<file path="src/rtl/seq_hit_tracker.sv">
// seq_hit_tracker: timestamps each 11011 detector hit by its distance in
// serial bits from the previous hit. It keeps a saturating hit count and
// sticky burst/drop flags, and presents every hit as a valid/ready report.
module seq_hit_tracker #(
   parameter int unsigned GW      = 8,
   parameter int unsigned CW      = 16,
   parameter int unsigned MIN_GAP = 5
) (
   input  logic          clk,
   input  logic          rst,
   input  logic          bit_en,
   input  logic          hit,
   input  logic          clr,
   input  logic          rep_ready,
   output logic          rep_valid,
   output logic [GW-1:0] rep_gap,
   output logic [CW-1:0] rep_idx,
   output logic [CW-1:0] hit_count,
   output logic          burst,
   output logic          drop
);

   localparam logic ST_IDLE  = 1'b0;  // no hit seen since reset
   localparam logic ST_TRACK = 1'b1;  // at least one hit seen

   localparam logic [GW-1:0] MIN_GAP_W = GW'(MIN_GAP);

   logic          state_q,     state_d;
   logic [GW-1:0] gap_q,       gap_d;
   logic          rep_valid_q, rep_valid_d;
   logic [GW-1:0] rep_gap_q,   rep_gap_d;
   logic [CW-1:0] rep_idx_q,   rep_idx_d;
   logic [CW-1:0] hit_count_q, hit_count_d;
   logic          burst_q,     burst_d;
   logic          drop_q,      drop_d;

   logic          qhit;
   logic          load;
   logic          close_hit;
   logic [GW-1:0] hit_gap;
   logic [CW-1:0] cnt_base;
   logic [CW-1:0] cnt_inc;

   // Gap tracking, statistics and report handshake next-state logic
   always_comb begin
      qhit      = bit_en & hit;
      state_d   = state_q;
      gap_d     = gap_q;

      // Gap to report: zero for the first hit after reset
      hit_gap   = (state_q == ST_TRACK) ? gap_q : '0;
      close_hit = qhit && (state_q == ST_TRACK) && (gap_q < MIN_GAP_W);

      if (bit_en) begin
         case (state_q)
            ST_IDLE: begin
               if (hit) begin
                  state_d = ST_TRACK;
                  gap_d   = GW'(1);
               end
            end
            default: begin
               if (hit) begin
                  gap_d = GW'(1);
               end else if (gap_q != '1) begin
                  gap_d = gap_q + GW'(1);
               end
            end
         endcase
      end

      // Clear applies first, so a hit in the clear cycle counts as the first
      cnt_base    = clr ? '0 : hit_count_q;
      cnt_inc     = (cnt_base == '1) ? cnt_base : cnt_base + CW'(1);
      hit_count_d = qhit ? cnt_inc : cnt_base;

      load    = qhit && (!rep_valid_q || rep_ready);
      burst_d = (clr ? 1'b0 : burst_q) | close_hit;
      drop_d  = (clr ? 1'b0 : drop_q) | (qhit && rep_valid_q && !rep_ready);

      rep_valid_d = rep_valid_q;
      rep_gap_d   = rep_gap_q;
      rep_idx_d   = rep_idx_q;
      if (load) begin
         rep_valid_d = 1'b1;
         rep_gap_d   = hit_gap;
         rep_idx_d   = cnt_inc;
      end else if (rep_valid_q && rep_ready) begin
         rep_valid_d = 1'b0;
      end
   end

   // State registers with synchronous reset
   always_ff @(posedge clk) begin
      if (rst) begin
         state_q     <= ST_IDLE;
         gap_q       <= '0;
         rep_valid_q <= 1'b0;
         rep_gap_q   <= '0;
         rep_idx_q   <= '0;
         hit_count_q <= '0;
         burst_q     <= 1'b0;
         drop_q      <= 1'b0;
      end else begin
         state_q     <= state_d;
         gap_q       <= gap_d;
         rep_valid_q <= rep_valid_d;
         rep_gap_q   <= rep_gap_d;
         rep_idx_q   <= rep_idx_d;
         hit_count_q <= hit_count_d;
         burst_q     <= burst_d;
         drop_q      <= drop_d;
      end
   end

   assign rep_valid = rep_valid_q;
   assign rep_gap   = rep_gap_q;
   assign rep_idx   = rep_idx_q;
   assign hit_count = hit_count_q;
   assign burst     = burst_q;
   assign drop      = drop_q;

endmodule

</file>
<file path="config.mk">
export PLATFORM = sky130hd
export DESIGN_NAME = seq_hit_tracker
export DESIGN_NICKNAME = d
export VERILOG_FILES = /design/src/rtl/seq_hit_tracker.sv
export SDC_FILE = /design/constraint.sdc
export NUM_CORES = 1
export LEC_CHECK = 0
export CORE_AREA = 2 2 57 113
export CTS_CLUSTER_SIZE = 28
export DETAILED_ROUTE_END_ITERATION = 8
export DIE_AREA = 0 0 59 115
export GPL_ROUTABILITY_DRIVEN = 0
export MAX_ROUTING_LAYER = met4
export PLACE_DENSITY = 0.76
export SLEW_MARGIN = 20
export SYNTH_ARGS = -nofsm -noshare
export SYNTH_HDL_FRONTEND = slang
export SYNTH_SLANG_ARGS = --single-unit
</file>
<file path="constraint.sdc">
create_clock -name clk -period 2.4 [get_ports clk]
set_clock_uncertainty 0.05 [all_clocks]
set_input_delay 0.36 -clock clk [delete_from_list [all_inputs] [get_ports clk]]
set_output_delay 0.36 -clock clk [all_outputs]
set_load 0.005 [all_outputs]
</file>
Word-level counts from Yosys, hierarchy flattened
Index checks and enable logic that the tools add are counted.

Bits in registers: 52. Latch bits: 0. RAM bits: 0. ROM bits: 0. Output and inout port bits: 43. Word-level logic and storage cells: 43. Memories: 0.

$add $sub $neg: 2. $mul: 0. Div/mod/pow operators: 0. Magnitude comparators: 1. Eq/ne operators: 2. Shift operators: 0. Mux-type cells: 14. Bitwise logic cells: 3. Reduce and logical (&&, ||, !) cells: 13.

Operators with widths (count): 2-to-1 mux 16 bit (3); 2-to-1 mux 8 bit (5); adder 16 x 1 -> 16 bit, second input constant (1); equality test 16 bit, second input constant (1); adder 8 x 1 -> 8 bit, second input constant (1); < comparator 8 x 3 -> 1 bit, second input constant (1); inequality test 8 bit, second input constant (1); logical AND 1 bit (6); 2-to-1 mux 1 bit (6); nonzero test 2 bit (3); AND reduction 3 bit (1); logical NOT 1 bit (2); OR 1 bit (2); AND 1 bit (1); logical OR 1 bit (1).

Logic depth before layout (Yosys ltp)
Gate-level depths: netlist of run 1.

Depth in word-level cells: 4. Mapped depth: 10. Mapped depth without buffers: 7.

Worst setup path after synthesis of run 1
No wires, ideal clock.

Kind: input port to flip-flop. From: input port clr. To: register rep_idx_q[5], in the netlist rep_idx[5]. Library setup time: 0.117 ns. Data arrival time: 2.351 ns. Required time: 2.233 ns. Path slack: -0.118 ns. Stages on the path: 10. Path through: clkbuf_1 > clkbuf_1 > nor2b_1 > ha_1 > nand4b_2 > nor4_4 > buf_6 > a21oi_2 > xor2_1 > a22o_1.

Cells in the longest elaborated chain, start to end: 3. Elaborated cells on any way between the ends: 4. Classes of those cells: add/sub (1); eq/ne (1); mux (2).

Ends and longest elaborated chain: from (decl) (RTL line 13) `input logic clr,`; 2-to-1 mux 16 bit (*) (RTL line 73) `cnt_base = clr ? '0 : hit_count_q;`; adder 16 x 1 -> 16 bit or equality test 16 bit (tied branches) (RTL line 74) `cnt_inc = (cnt_base == '1) ? cnt_base : cnt_base + CW'(1);`; 2-to-1 mux 16 bit (*) (RTL line 74); to (signal assigned) (RTL line 109) `rep_idx_q <= rep_idx_d;`; to (decl) (RTL line 32) `logic [CW-1:0] rep_idx_q, rep_idx_d;`.

Every way passes the cells marked *; elsewhere a longest branch is shown, timed or not. A chain may end at the register's enable or synchronous reset.

Worst setup path after layout of run 1
From: input port clr. To: register rep_idx_q[12], in the netlist rep_idx[12].

Same word-level chain as after synthesis.

==> results of run 1 <==
==> registers in the layout (all words and copies together), names as in the netlist <==
register / count
hit_count: 16
rep_idx: 16
gap_q: 8
rep_gap: 8
burst: 1
drop: 1
rep_valid: 1
state_q: 1
==> logic make-up (layout without fill, tap and decap cells) <==
kind of cell    Yosys count  in the layout  synth area share, %
compound gates           62             62                 17.5
simple gates            141            141                 29.6
fa+ha+maj                 3              3                 1.38
xor+xnor                 28             28                 9.03
buf+inv                  20             86                 3.36
flops                    52             52                 38.3
mux                       2              2                0.737
==> per-stage QoR <==
stage | TNS, ns | std cells | instance area [µm²]
6_report | 0 | 437 | 3570
5_1_grt | 0 | 437 | 3570
4_1_cts | 0 | 437 | 3570
3_5_place_dp | -2.24 | 429 | 3420
3_3_place_gp | -0.640 | 429 | 3420
2_1_floorplan | 0 | 308 | 2720
==> metal layers <==
layer | track usage, % | share of wire [%]
met5 | - | 0
met4 | 7.42 | 1.9
met3 | 4.39 | 4.8
met2 | 36.0 | 49
met1 | 27.2 | 44
==> cell type report <==
cell class | count | area [µm²] | share of cell area [%]
well taps | 63 | 78.8 | 2.21
clock inverters | 2 | 13.8 | 0.385
clock buffers | 6 | 139 | 3.89
repair buffers | 75 | 696 | 19.5
multi-input cells | 236 | 1590 | 44.6
inverters | 3 | 11.3 | 0.315
flip-flops and latches | 52 | 1040 | 29.2
==> where the power goes <==
part	leakage, nW	internal (W)	total [W]	switching (W)
combinational	0.761	0.0000605	0.000131	0.0000706
clock	0.0772	0.000417	0.000746	0.000328
sequential	0.421	0.000877	0.000890	0.0000130
==> worst paths after layout <==
kind | start | endpoint | slack [ns] | depth (start not counted)
hold reg to reg | rep_gap[0]$_SDFFE_PP0P_ | rep_gap[0]$_SDFFE_PP0P_ | 0.41 | 2
setup reg to reg | hit_count[1]$_SDFF_PP0_ | rep_idx[12]$_SDFFE_PP0P_ | 0.36 | 6
setup / recovery | clr | rep_idx[12]$_SDFFE_PP0P_ | 0.16 | 7
hold / removal | rep_gap[0]$_SDFFE_PP0P_ | rep_gap[0]$_SDFFE_PP0P_ | 0.41 | 2
==> cell usage in the layout (no fill, tap or decap), types with 2 or more instances in the layout <==
| cell type | n |
|---|---|
| a2111oi_2 | 3 |
| a211oi_1 | 8 |
| a211oi_2 | 7 |
| a21oi_1 | 21 |
| a21oi_2 | 2 |
| a22o_1 | 3 |
| and2_1 | 3 |
| and3_1 | 6 |
| and4b_4 | 2 |
| buf_4 | 26 |
| clkbuf_16 | 5 |
| clkdlybuf4s50_1 | 48 |
| dfxtp_1 | 52 |
| ha_1 | 2 |
| inv_1 | 3 |
| mux2i_1 | 2 |
| nand2_1 | 22 |
| nand2b_1 | 6 |
| nand3_1 | 10 |
| nand3b_1 | 2 |
| nand4_1 | 5 |
| nand4_4 | 2 |
| nor2_1 | 45 |
| nor2b_1 | 15 |
| nor2b_2 | 2 |
| nor3_1 | 5 |
| nor3b_1 | 2 |
| o211ai_1 | 3 |
| o21ai_1 | 4 |
| o31ai_1 | 2 |
| xnor2_1 | 20 |
| xor2_1 | 8 |
==> worst reg2reg max path, cell delays in order, from the launching register on <==
cell and delay (ns):
dfxtp_1 0.36, nor2b_2 0.18, ha_2 0.22, and4b_4 0.29, nand4_4 0.15, or3_1 0.41
a311oi_1 0.28
==> what timing repair did <==
item                       CTS  global route
setup buffers                0             0
resized for setup            0             1
setup endpoints to repair    0             5
==> flow_summary_export.csv, run 1 <==
group,metric,value,unit
run_status,status,"finished, final reports clean",
route,drt_iter0_drc,91,
placed_design,dp_hpwl,4.93,mm
clock_network,cts_tree,"built",
placed_design,preCtsSetupSlack,-0.204,ns
yosys,yosysMostFrequentCell,"dfxtp_1",
cells_and_area,final_layout_size_suffix_gt1_share,17.1,%
job,maxCapViolCount,0,
worst_hold_path,hold_class,"reg2reg",
yosys,synth_area_leaders,"dfxtp_1 (38%), xnor2_1 (6.4%), nor2_1 (6.2%)",
timing,max_freq,446,MHz
timing,period_share,93.5,%
yosys,yosysSeqAreaShare,38.3,%
route,num_vias,2457,
clock_network,clock_path_buffers,2,
die,start_util,46.0,%
die,core,5910,µm²
clock_network,h-tree-depth,2,
route,vias_per_cell,5.62,
yosys,async_flop_share,0,%
yosys,avgSynthCellArea,8.82,µm²
critical_path,crit_buf_inv,1,
critical_path,cp_slowest_cell,"clkdlybuf4s50_1",
critical_path,critPathKind,"in2reg",
critical_path,cp.required,2.55,ns
die,row_count,40,
critical_path,crit_arrival,2.40,ns
route,drc,0,
critical_path,path_cells,"clkdlybuf4s50_1 -> nor2b_2 -> ha_2 -> and4b_4 -> nand4_4 -> or3_1 -> a311oi_1",
yosys,synth_top_area_share,38.3,%
yosys,ys.warnings.count,0,
die,ioPinCount,49,
power_and_ir_drop,power,0.00177,W
timing,rsz0062_at_grt,"no",
timing,setup_ws,0.157,ns
timing,max_slew_margin,71.5,%
clock_network,clk_latency,0.30,ns
global_routing,grt_pass1_wl,11.3,mm
power_and_ir_drop,p_leak,1.26,nW
timing,setup_viol,0,
critical_path,cp_slowest_stage_delay,0.51,ns
timing,maxSlewViolCount,0,
die,die_h,115,µm
power_and_ir_drop,worst_ir_drop_vdd,0.599,mV
clock_network,clock_sinks,52,
yosys,syn_inst,308,
cells_and_area,antennaDiodeCount,0,
yosys,synthTopCellsByCount,"dfxtp_1 (52), nor2_1 (45), nand2_1 (22)",
critical_path,start_kind,"input pin",
route,postRouteAntennaNets,0,
cells_and_area,final_util,60.5,%
power_and_ir_drop,power_density,495,nW/µm²
yosys,ys.flop_type,"dfxtp_1",
yosys,synth_top_area_cell,"dfxtp_1",
critical_path,endpoint_kind,"flip-flop",
placed_design,port_buffers,48,
critical_path,cp_top_family,"simple AND/OR/NAND/NOR gates",
cells_and_area,num-fill-cells,539,
cells_and_area,area_growth,31.5,%
yosys,synth-seq-cells,52,
clock_network,root_buffer,"clkbuf_16",
global_routing,grt_max_degree,23,
yosys,syn_area,2720,µm²
timing,hold_violations,0,
route,routed_wl,6.84,mm
timing,final.min_clock_period,2.24,ns
die,dieArea,6790,µm²
yosys,yosys.cell_types.count,54,
clock_network,hold_buffers,0,
cells_and_area,fin_nets,382,
global_routing,grt_use_total,22.2,%
timing,fin_hold_ws,0.408,ns
timing,worstMarginPinSlew,0.426,ns
critical_path,path_max_fanout,7,
global_routing,grt-ovfl-total,0,
route,wl_per_cell,15.7,µm
yosys,syn-num-nets,317,
global_routing,grt_pass1_vias,2394,
route,drt_pass1_iterations,7,
global_routing,antenna_found_initial,0,
yosys,synth_edf_count,0,
die,chipWidth,59,µm
clock_network,path_clk_slew,0.07,ns
clock_network,cts_buffers,5,
No activity file was read; power rests on OpenSTA's default activity.
==> inputs of run 2 (changes only) <==
--- a/config.mk
+++ b/config.mk
@@ -5,6 +5,7 @@
 export SDC_FILE = /design/constraint.sdc
 export NUM_CORES = 1
 export LEC_CHECK = 0
+export ABC_CLOCK_PERIOD_IN_PS = 2400
 export CORE_AREA = 2 2 57 113
 export CTS_CLUSTER_SIZE = 28
 export DETAILED_ROUTE_END_ITERATION = 8
==> results of run 2 <==
Same layout as run 1: the final DEF is identical, and so are final timing and power.
